===== src/rtl/pipe_pkg.sv =====
// pipe_pkg: shared defaults and state encoding for the elastic pipeline register.
package pipe_pkg;
  localparam logic [31:0] NOP_WORD_DEF = 32'h0000_0000;
  localparam int CNT_W_DEF = 16;
  typedef enum logic [1:0] {EMPTY, ONE, TWO} state_t;
endpackage


===== src/rtl/pipe_skid_reg_sat_counter.sv =====
// sat_counter: up-counter that sticks at all-ones, with synchronous clear.
module sat_counter #(
  parameter int W = 16
) (
  input  logic         clk,
  input  logic         clr,
  input  logic         inc,
  output logic [W-1:0] cnt
);
  logic [W-1:0] cnt_q;
  always_ff @(posedge clk)
    cnt_q <= clr ? '0 : (inc && !(&cnt_q)) ? cnt_q + 1'b1 : cnt_q;
  assign cnt = cnt_q;
endmodule


===== src/rtl/pipe_skid_reg.sv =====
// pipe_skid_reg: valid/ready pipeline register with optional two-entry skid buffer,
// flush, NOP bubble when empty and saturating stall/flush counters.
module pipe_skid_reg import pipe_pkg::*; #(
  parameter int                DATA_W   = 32,
  parameter int                PC_W     = 32,
  parameter logic [DATA_W-1:0] NOP_WORD = DATA_W'(NOP_WORD_DEF),
  parameter bit                SKID_EN  = 1'b1,
  parameter int                CNT_W    = CNT_W_DEF
) (
  input  logic              clk,
  input  logic              rst,
  input  logic              flush,
  input  logic              in_valid,
  output logic              in_ready,
  input  logic [DATA_W-1:0] in_ins,
  input  logic [PC_W-1:0]   in_pc,
  output logic              out_valid,
  input  logic              out_ready,
  output logic [DATA_W-1:0] out_ins,
  output logic [PC_W-1:0]   out_pc,
  output logic [CNT_W-1:0]  stall_cnt,
  output logic [CNT_W-1:0]  flush_cnt
);
  state_t            state_q, state_d;
  logic [DATA_W-1:0] main_ins_q, main_ins_d, skid_ins_q, skid_ins_d;
  logic [PC_W-1:0]   main_pc_q, main_pc_d, skid_pc_q, skid_pc_d;
  logic              in_fire, out_fire;
  assign out_valid = state_q != EMPTY;
  assign in_fire   = in_valid && in_ready;
  assign out_fire  = out_valid && out_ready;
  // Data registers are kept at NOP/0 whenever empty so outputs come straight from flops.
  assign out_ins   = main_ins_q;
  assign out_pc    = main_pc_q;
  always_comb begin
    state_d    = state_q;
    main_ins_d = main_ins_q;
    main_pc_d  = main_pc_q;
    skid_ins_d = skid_ins_q;
    skid_pc_d  = skid_pc_q;
    if (flush) begin
      state_d    = EMPTY;
      main_ins_d = NOP_WORD;
      main_pc_d  = '0;
      skid_ins_d = NOP_WORD;
      skid_pc_d  = '0;
    end else begin
      case (state_q)
        EMPTY: if (in_fire) begin
          state_d    = ONE;
          main_ins_d = in_ins;
          main_pc_d  = in_pc;
        end
        ONE: if (in_fire && out_fire) begin
          main_ins_d = in_ins;
          main_pc_d  = in_pc;
        end else if (in_fire) begin
          state_d    = TWO;
          skid_ins_d = in_ins;
          skid_pc_d  = in_pc;
        end else if (out_fire) begin
          state_d    = EMPTY;
          main_ins_d = NOP_WORD;
          main_pc_d  = '0;
        end
        TWO: if (out_fire) begin
          state_d    = ONE;
          main_ins_d = skid_ins_q;
          main_pc_d  = skid_pc_q;
          skid_ins_d = NOP_WORD;
          skid_pc_d  = '0;
        end
        default: state_d = EMPTY;
      endcase
    end
  end
  always_ff @(posedge clk) begin
    if (rst) begin
      state_q    <= EMPTY;
      main_ins_q <= NOP_WORD;
      main_pc_q  <= '0;
      skid_ins_q <= NOP_WORD;
      skid_pc_q  <= '0;
    end else begin
      state_q    <= state_d;
      main_ins_q <= main_ins_d;
      main_pc_q  <= main_pc_d;
      skid_ins_q <= skid_ins_d;
      skid_pc_q  <= skid_pc_d;
    end
  end
  generate
    if (SKID_EN) begin : g_skid
      // Registered ready breaks the out_ready -> in_ready path; the skid absorbs the in-flight beat.
      logic in_ready_q;
      always_ff @(posedge clk) in_ready_q <= rst ? 1'b1 : (state_d != TWO);
      assign in_ready = in_ready_q;
    end else begin : g_single
      assign in_ready = !out_valid || out_ready;
    end
  endgenerate
  sat_counter #(.W(CNT_W)) u_stall_cnt (
    .clk (clk),
    .clr (rst),
    .inc (out_valid && !out_ready),
    .cnt (stall_cnt)
  );
  sat_counter #(.W(CNT_W)) u_flush_cnt (
    .clk (clk),
    .clr (rst),
    .inc (flush && (state_q != EMPTY || in_fire)),
    .cnt (flush_cnt)
  );
endmodule


===== config.mk =====
export PLATFORM = sky130hd
export DESIGN_NAME = pipe_skid_reg
export DESIGN_NICKNAME = d
export VERILOG_FILES = /design/src/rtl/pipe_pkg.sv /design/src/rtl/pipe_skid_reg_sat_counter.sv /design/src/rtl/pipe_skid_reg.sv
export SDC_FILE = /design/constraint.sdc
export NUM_CORES = 1
export LEC_CHECK = 0
export ABC_AREA = 1
export CORE_ASPECT_RATIO = 0.6
export CORE_UTILIZATION = 45
export CTS_CLUSTER_SIZE = 24
export DETAILED_ROUTE_END_ITERATION = 16
export HOLD_SLACK_MARGIN = 0.03
export PLACE_DENSITY = 0.74
export REMOVE_ABC_BUFFERS = 1
export SLEW_MARGIN = 5
export SYNTH_ARGS = -nofsm -noshare
export SYNTH_HDL_FRONTEND = slang
export SYNTH_SLANG_ARGS = --single-unit

===== constraint.sdc =====
create_clock -name clk -period 2.57 [get_ports clk]
set_clock_uncertainty 0.2 [all_clocks]
set_input_delay 0.514 -clock clk [delete_from_list [all_inputs] [get_ports clk]]
set_output_delay 0.514 -clock clk [all_outputs]
set_load 0.05 [all_outputs]

==> flow_summary.ini, run 1 <==
[worst_setup_path]
path_class = reg2out
cp.arrival_ns = 1.73
cp_max_fo = 7
cp-start-kind = register
path_buf_inv = 1
critPathRequiredTime_ns = 1.86
slowest_delay_ns = 0.86
crit_family = buffers and inverters
crit_chain = clkdlybuf4s50_1
slowest_stage = clkdlybuf4s50_1
critPathCaptureType = primary output

[clocking]
cts_resized = 0
htree_levels = 4
hold_buffers = 0
clk_latency_ns = 0.40
clockRootBuffer = clkbuf_16
cts_made_buffers = 17
cts_tree = yes
clk_pin_slew_ns = 0.08
cts_setup_buffers = 0
cts_num_sinks = 163
clk_path_buf_depth = 2

[floorplanning]
ioPinCount = 167
fp.dieH_um = 104.4
coreArea_sq_um = 17130
start_util = 0.4593
die-area_sq_um = 18030
die_width_um = 172.7
fp-row-count = 37

[yosys]
synthesis.area_sq_um = 7868
yosysTopAreaCell = dfxtp_1
synth.top_cell.area_share = 0.4148
synth_edf_count = 0
async_reset_ff_frac = 0
yosysWarnings = 0
synth_cells = 1052
avgSynthCellArea_sq_um = 7.479
synth_commonest_cells = nand2_1 (196), dfxtp_1 (163), a21oi_1 (144), o21ai_0 (130), nor2_1 (113)
yosysUniqueCellTypes = 31
ys_top_cells_by_area = dfxtp_1 (41%), nand2_1 (9.4%), a21oi_1 (9.2%)
synth_seq_cells = 163
synth_most_common_cell = nand2_1
ys_seq_area_frac = 0.4148
synth-main-ff-cell = dfxtp_1

[route]
drt_iter0_drc = 645
routed_wl_mm = 20.02
via_per_inst = 5.039
wire_per_inst_um = 13.94
vias = 7236
antenna_left = 0
firstDrtPassIters = 5
drc = 0

[layout]
final_layout_size_suffix_gt1_frac = 0.1173
fillers = 1564
final_nets = 1264
area_delta_synth_final_pct = 31.66
antenna_cells = 0

[timing]
tightest_slew_ns = 0.5505
relSlewSlack = 0.6319
period_minus_slack_ns = 2.445
final-hold-violation-count = 0
hold_ws_ns = 0.3173
rsz0062_at_grt = false
setup_viol = 0
worst_slack_ns = 0.1245
finalCritPeriodShare = 0.9515
fmax_mhz = 408.9
drv_slew = 0

[placed_design]
portBuffers = 166
dp_slack_ns = 0.1082
globalplace.congestion = 0.8621
dp_hpwl_mm = 12.65

[global_route]
grt_max_degree = 82
grt.overflow.total = 0
grt_usage = 0.2214
antenna_found_initial = 0
grt_pass1_vias = 6538
grt_pass1_wl_mm = 32.75

[pwr]
cellLeakagePower_nw = 3.956
vdd_drop_max_v = 0.0004583
p_per_area_nw_per_um2 = 594.8

[outcome]
outcome = finished, final reports clean

[run]
maxCapViolCount = 0

[min_path]
holdCritPathClass = reg2reg
==> cells by family (layout without fill, tap and decap cells) <==
kind of cell	after synthesis	count (layout)	share of synthesized area
buffers and inverters	165	315	0.09192
AND/OR/NAND/NOR	409	409	0.2742
XOR/XNOR	13	13	0.01447
flip-flops	163	163	0.4148
AO/OA/AOI/OAI	296	296	0.1951
adder cells (fa/ha/maj)	6	6	0.009542
==> routing by layer <==
metal	part of all wire	track usage	vias up
met5	0	0	-
met4	0.0049	0.04362	0
met3	0.051	0.04313	8
met2	0.42	0.3347	169
met1	0.52	0.3256	3348
li1	-	-	3711
==> where the power goes <==
group	leakage [nW]	internal, mW	switching, mW	total, mW
sequential	1.32	2.61	0.0516	2.66
clock	0.286	1.31	1.19	2.50
combinational	2.35	0.383	0.617	1.00
total	3.96	4.30	1.86	6.16
==> worst paths after layout <==
path	start	slack, ns	cells past startpoint	end
max	u_flush_cnt.cnt[2]	0.12	1	flush_cnt[2]
min	out_pc[25]	0.32	2	out_pc[25]
max reg2reg	state_q[0]	0.27	11	out_pc[18]
min reg2reg	out_pc[25]	0.32	2	out_pc[25]
==> metrics by stage <==
| step | power [mW] | instances | util | setup TNS [ns] | area [sq um] |
|---|---|---|---|---|---|
| 6_report | 6.162 | 1436 | 0.6047 | 0 | 10360 |
| 5_1_grt | 6.415 | 1436 | 0.6047 | 0 | 10360 |
| 4_1_cts | 6.215 | 1436 | 0.6047 | 0 | 10360 |
| 3_5_place_dp | 3.714 | 1404 | 0.5705 | 0 | 9772 |
| 3_3_place_gp | 3.702 | 1404 | 0.5705 | 0 | 9772 |
| 2_1_floorplan | 3.309 | 984 | - | -216.14 | 7508 |
==> area by class of cell <==
| class | count | area (sq um) | area share |
|---|---|---|---|
| Multi-Input combinational cell | 724 | 3916 | 0.3781 |
| Sequential cell | 163 | 3263 | 0.3150 |
| Tap cell | 234 | 292.8 | 0.02826 |
| Timing Repair Buffer | 186 | 1934 | 0.1867 |
| Clock inverter | 15 | 161.4 | 0.01558 |
| Clock buffer | 17 | 425.4 | 0.04107 |
| Inverter | 97 | 365.4 | 0.03527 |
==> flip-flops by register name (all words and copies together) (netlist names) <==
name,flops
u_flush_cnt.cnt,16
skid_ins_q,32
in_ready,1
skid_pc_q,32
u_stall_cnt.cnt,16
state_q,2
out_pc,32
out_ins,32
==> layout by cell type, fill, tap and decap left out, drive strengths merged, types with 3 or more instances in the layout <==
master	synthesis	layout
clkbuf	19	17
clkdlybuf4s50	0	165
xnor2	9	9
nor2	117	117
nand3	15	15
nor3	3	3
o21ai	140	140
ha	6	6
xor2	4	4
clkinv	0	7
dfxtp	163	163
a21oi	154	154
inv	97	104
nand4	8	8
nor3b	65	65
nand2	201	201
buf	49	21
Note: power is estimated with default switching activity, not from simulation.
==> run 2, diff against run 1 <==
Settings changed: PLACE_DENSITY 0.74 to 0.68.
==> flow_summary.ini, run 2 (synthesis results as in run 1) <==
[route]
drc = 0
via_per_inst = 5.003
drt_iter0_drc = 666
vias = 7189
wire_per_inst_um = 14.02
routed_wl_mm = 20.14
antenna_left = 0
firstDrtPassIters = 5

[layout]
area_delta_synth_final_pct = 31.12
final_layout_size_suffix_gt1_frac = 0.1164
final_nets = 1265
regArea_sq_um = 3263
fin_cells = 1437
final_common_cell = nand2_1
multiInputGateArea_sq_um = 3916
antenna_cells = 0
fillers = 1586
most-common-layout-cells = nand2_1 (195), clkdlybuf4s50_1 (165), dfxtp_1 (163)

[worst_setup_path]
ff2ff_setup_slack_ns = 0.36
crit_cells = 1
slowest_stage = clkdlybuf4s50_1
timing.critical_path.from = u_flush_cnt.cnt[2]
path_buf_inv = 1
critPathCaptureType = primary output
path_class = reg2out
crit_chain = clkdlybuf4s50_1
crit_end = flush_cnt[2]
r2r_cells = 11
critPathRequiredTime_ns = 1.86
timing.rr.end = out_pc[8]
slowest_delay_ns = 0.86
crit_family = buffers and inverters
cp_max_fo = 7
cp.arrival_ns = 1.76
cp-start-kind = register
regToRegStartpoint = state_q[0]

[floorplanning]
die_width_um = 172.7
fp.dieH_um = 104.4
start_util = 0.4593
coreArea_sq_um = 17130
ioPinCount = 167
fp-row-count = 37
die-area_sq_um = 18030

[global_route]
antenna_found_initial = 0
grt_max_degree = 65
grt_pass1_wl_mm = 32.72
grt_usage = 0.2215
grt.overflow.total = 0
grt_pass1_vias = 6314

[timing]
setup_viol = 0
period_minus_slack_ns = 2.469
rsz0062_at_grt = false
finalCritPeriodShare = 0.9608
fmax_mhz = 405.0
drv_slew = 0
tightest_slew_ns = 0.7038
relSlewSlack = 0.5308
final-hold-violation-count = 0

[clocking]
cts_made_buffers = 17
cts_num_sinks = 163
clk_latency_ns = 0.42
cts_resized = 0
clockRootBuffer = clkbuf_16
clk_pin_slew_ns = 0.07
hold_buffers = 0
cts_setup_buffers = 0
cts_tree = yes
htree_levels = 4
clk_path_buf_depth = 2

[placed_design]
place_inst = 1405
globalplace.congestion = 0.8543
portBuffers = 166
dp_hpwl_mm = 12.62

[run]
maxCapViolCount = 0

[pwr]
cellLeakagePower_nw = 3.939
total_power_mw = 6.071
vdd_drop_max_v = 0.0005140
p_per_area_nw_per_um2 = 588.5

[outcome]
outcome = finished, final reports clean

[min_path]
holdCritPathClass = reg2reg
-- run 2: routing by layer --
layer  track usage  share of wire  vias to the layer above
met5             0              0                        -
met4       0.03413         0.0034                        0
met3       0.04715          0.060                        6
met2        0.3093           0.42                      207
met1        0.3466           0.52                     3268
li1              -              -                     3708
-- run 2: report_power, final --
group | leakage (nW) | total, mW | internal [mW] | switching, mW
Clock | 0.269 | 2.40 | 1.28 | 1.13
Combinational | 2.35 | 1.01 | 0.386 | 0.620
Sequential | 1.32 | 2.66 | 2.61 | 0.0491
Total | 3.94 | 6.07 | 4.28 | 1.79
-- run 2: cell type report --
cell class / instances / share of cell area
Sequential cell: 163 / 0.3163
Timing Repair Buffer: 187 / 0.1870
Tap cell: 234 / 0.02838
Clock buffer: 19 / 0.04196
Inverter: 97 / 0.03542
Multi-Input combinational cell: 724 / 0.3796
Clock inverter: 13 / 0.01128
-- run 2: metrics by stage --
step                      setup TNS (ns)  cell area (sq um)  utilization  hold slack, ns  setup WS, ns
final                                  0              10320       0.6023          0.3114        0.1007
after global routing                   0              10320       0.6023          0.3516       0.04925
after CTS                              0              10320       0.6023          0.3135       0.08388
after detailed placement               0               9767       0.5702          0.2966        0.2062
after global placement                 0               9767       0.5702          0.2970        0.1982
after floorplan                  -216.14               7508            -          0.3288        -2.132
-- run 2: worst min path at each step --
stage | from | to | cells past startpoint
2_1_floorplan | skid_ins_q[10] | skid_ins_q[10] | 3
3_3_place_gp | out_ins[21] | out_ins[21] | 2
3_5_place_dp | out_ins[29] | out_ins[29] | 2
4_1_cts | u_stall_cnt.cnt[14] | u_stall_cnt.cnt[14] | 2
5_1_grt | out_ins[25] | out_ins[25] | 2
6_report | out_ins[29] | out_ins[29] | 2
==> run 3, diff against run 2 <==
Settings changed: CORE_MARGIN set to 2, CORE_UTILIZATION 45 to 51, PLACE_DENSITY 0.68 to 0.76.
==> flow_summary.ini, run 3 (synthesis results as in run 1) <==
[worst_setup_path]
path_class = reg2out
path_buf_inv = 1
timing.critical_path.from = u_flush_cnt.cnt[11]
crit_cells = 1
ff2ff_setup_slack_ns = 0.24
slowest_stage = clkdlybuf4s50_1
cp.arrival_ns = 1.77
slowest_delay_ns = 0.87
cp_max_fo = 6
critPathRequiredTime_ns = 1.86
crit_family = buffers and inverters
r2r_cells = 11
cp-start-kind = register
regToRegStartpoint = state_q[0]
crit_chain = clkdlybuf4s50_1
timing.rr.end = out_pc[24]
critPathCaptureType = primary output

[timing]
finalCritPeriodShare = 0.9672
final-hold-violation-count = 0
rsz0062_at_grt = false
tightest_slew_ns = 0.7180
relSlewSlack = 0.5213
period_minus_slack_ns = 2.486
worst_slack_ns = 0.08433
fmax_mhz = 402.3
setup_viol = 0
drv_slew = 0
tns_ns = 0

[clocking]
clk_latency_ns = 0.42
cts_tree = yes
clockRootBuffer = clkbuf_16
htree_levels = 4
cts_setup_buffers = 0
cts_resized = 0
clk_path_buf_depth = 2
cts_num_sinks = 163
hold_buffers = 0
cts_made_buffers = 17
clk_pin_slew_ns = 0.07

[layout]
area_delta_synth_final_pct = 31.54
final_layout_size_suffix_gt1_frac = 0.1195
finish.utilization = 0.6810
fin_cells = 1408
most-common-layout-cells = nand2_1 (195), clkdlybuf4s50_1 (165), dfxtp_1 (163)
fillers = 1271
final_common_cell = nand2_1
antenna_cells = 0
multiInputGateArea_sq_um = 3916
final_nets = 1267
regArea_sq_um = 3263

[route]
routed_wl_mm = 20.81
vias = 7307
via_per_inst = 5.190
wire_per_inst_um = 14.78
drc = 0
antenna_left = 0
drt_iter0_drc = 655
firstDrtPassIters = 5

[floorplanning]
die_width_um = 164.3
fp.dieH_um = 100.2
die-area_sq_um = 16470
start_util = 0.5177
ioPinCount = 167
fp-row-count = 35
coreArea_sq_um = 15200

[pwr]
p_seq_frac = 0.419
p_int_mw = 4.528
clkPwrFrac = 0.421
switching_power_mw = 1.828
vdd_drop_max_v = 0.0004212
total_power_mw = 6.356
p_comb_frac = 0.160
p_per_area_nw_per_um2 = 614.2
sw_frac_of_total = 0.2876
cellLeakagePower_nw = 3.972

[min_path]
holdCritPathClass = reg2reg
min_to = u_flush_cnt.cnt[0]
min_from = u_flush_cnt.cnt[0]
hold_depth = 2

[global_route]
grt_pass1_wl_mm = 33.62
grt_max_degree = 55
grt_pass1_vias = 6562
grt.overflow.total = 0
grt_usage = 0.2545
antenna_found_initial = 0

[placed_design]
place_inst = 1376
portBuffers = 166
dp_hpwl_mm = 13.58
globalplace.congestion = 0.8714
dp_slack_ns = 0.05625

[run]
maxCapViolCount = 0

[outcome]
outcome = finished, final reports clean
[run 3: changes by cell type in the layout (fill, tap and decap cells not counted), moves of 2 or more]
cell and change:
buf_4 +3, bufinv_16 +2, clkbuf_1 -2, clkbuf_8 +2, inv_6 -2
[run 3: how the worst max path moves through the flow]
stage | to | slack, ns
after detailed placement | u_flush_cnt.cnt[3] | 0.06
after floorplan | skid_ins_q[10] | -2.13
final | flush_cnt[11] | 0.08
after global routing | flush_cnt[2] | 0.04
after CTS | flush_cnt[2] | 0.08
after global placement | skid_ins_q[9] | 0.14
[run 3: per-stage QoR]
step / instance area, sq um / hold WS (ns)
after floorplan: 7508 / 0.3288
after global placement: 9731 / 0.2975
after detailed placement: 9731 / 0.3102
after CTS: 10350 / 0.3284
after global routing: 10350 / 0.3520
final: 10350 / 0.3239
[run 3: layout make-up]
cell class                      count  share of cell area
Inverter                           97             0.03530
Sequential cell                   163              0.3153
Clock buffer                       19             0.04377
Timing Repair Buffer              189              0.1867
Tap cell                          203             0.02454
Multi-Input combinational cell    724              0.3784
Clock inverter                     13             0.01596
[run 3: power by group through the flow]
stage	Clock [mW]	Combinational (mW)	Sequential, mW
floorplan	0	0.378	2.93
global placement	0	0.998	2.72
detailed placement	0	1.01	2.72
CTS	2.71	1.01	2.66
global route	2.82	1.10	2.67
finish	2.68	1.02	2.66
[run 3: routing by layer]
| metal | routed length [um] | up-vias | track usage |
|---|---|---|---|
| met5 | 0 | - | 0 |
| met4 | 233 | 0 | 0.07490 |
| met3 | 1619 | 18 | 0.05083 |
| met2 | 8391 | 266 | 0.3508 |
| met1 | 10570 | 3311 | 0.3944 |
| li1 | - | 3712 | - |
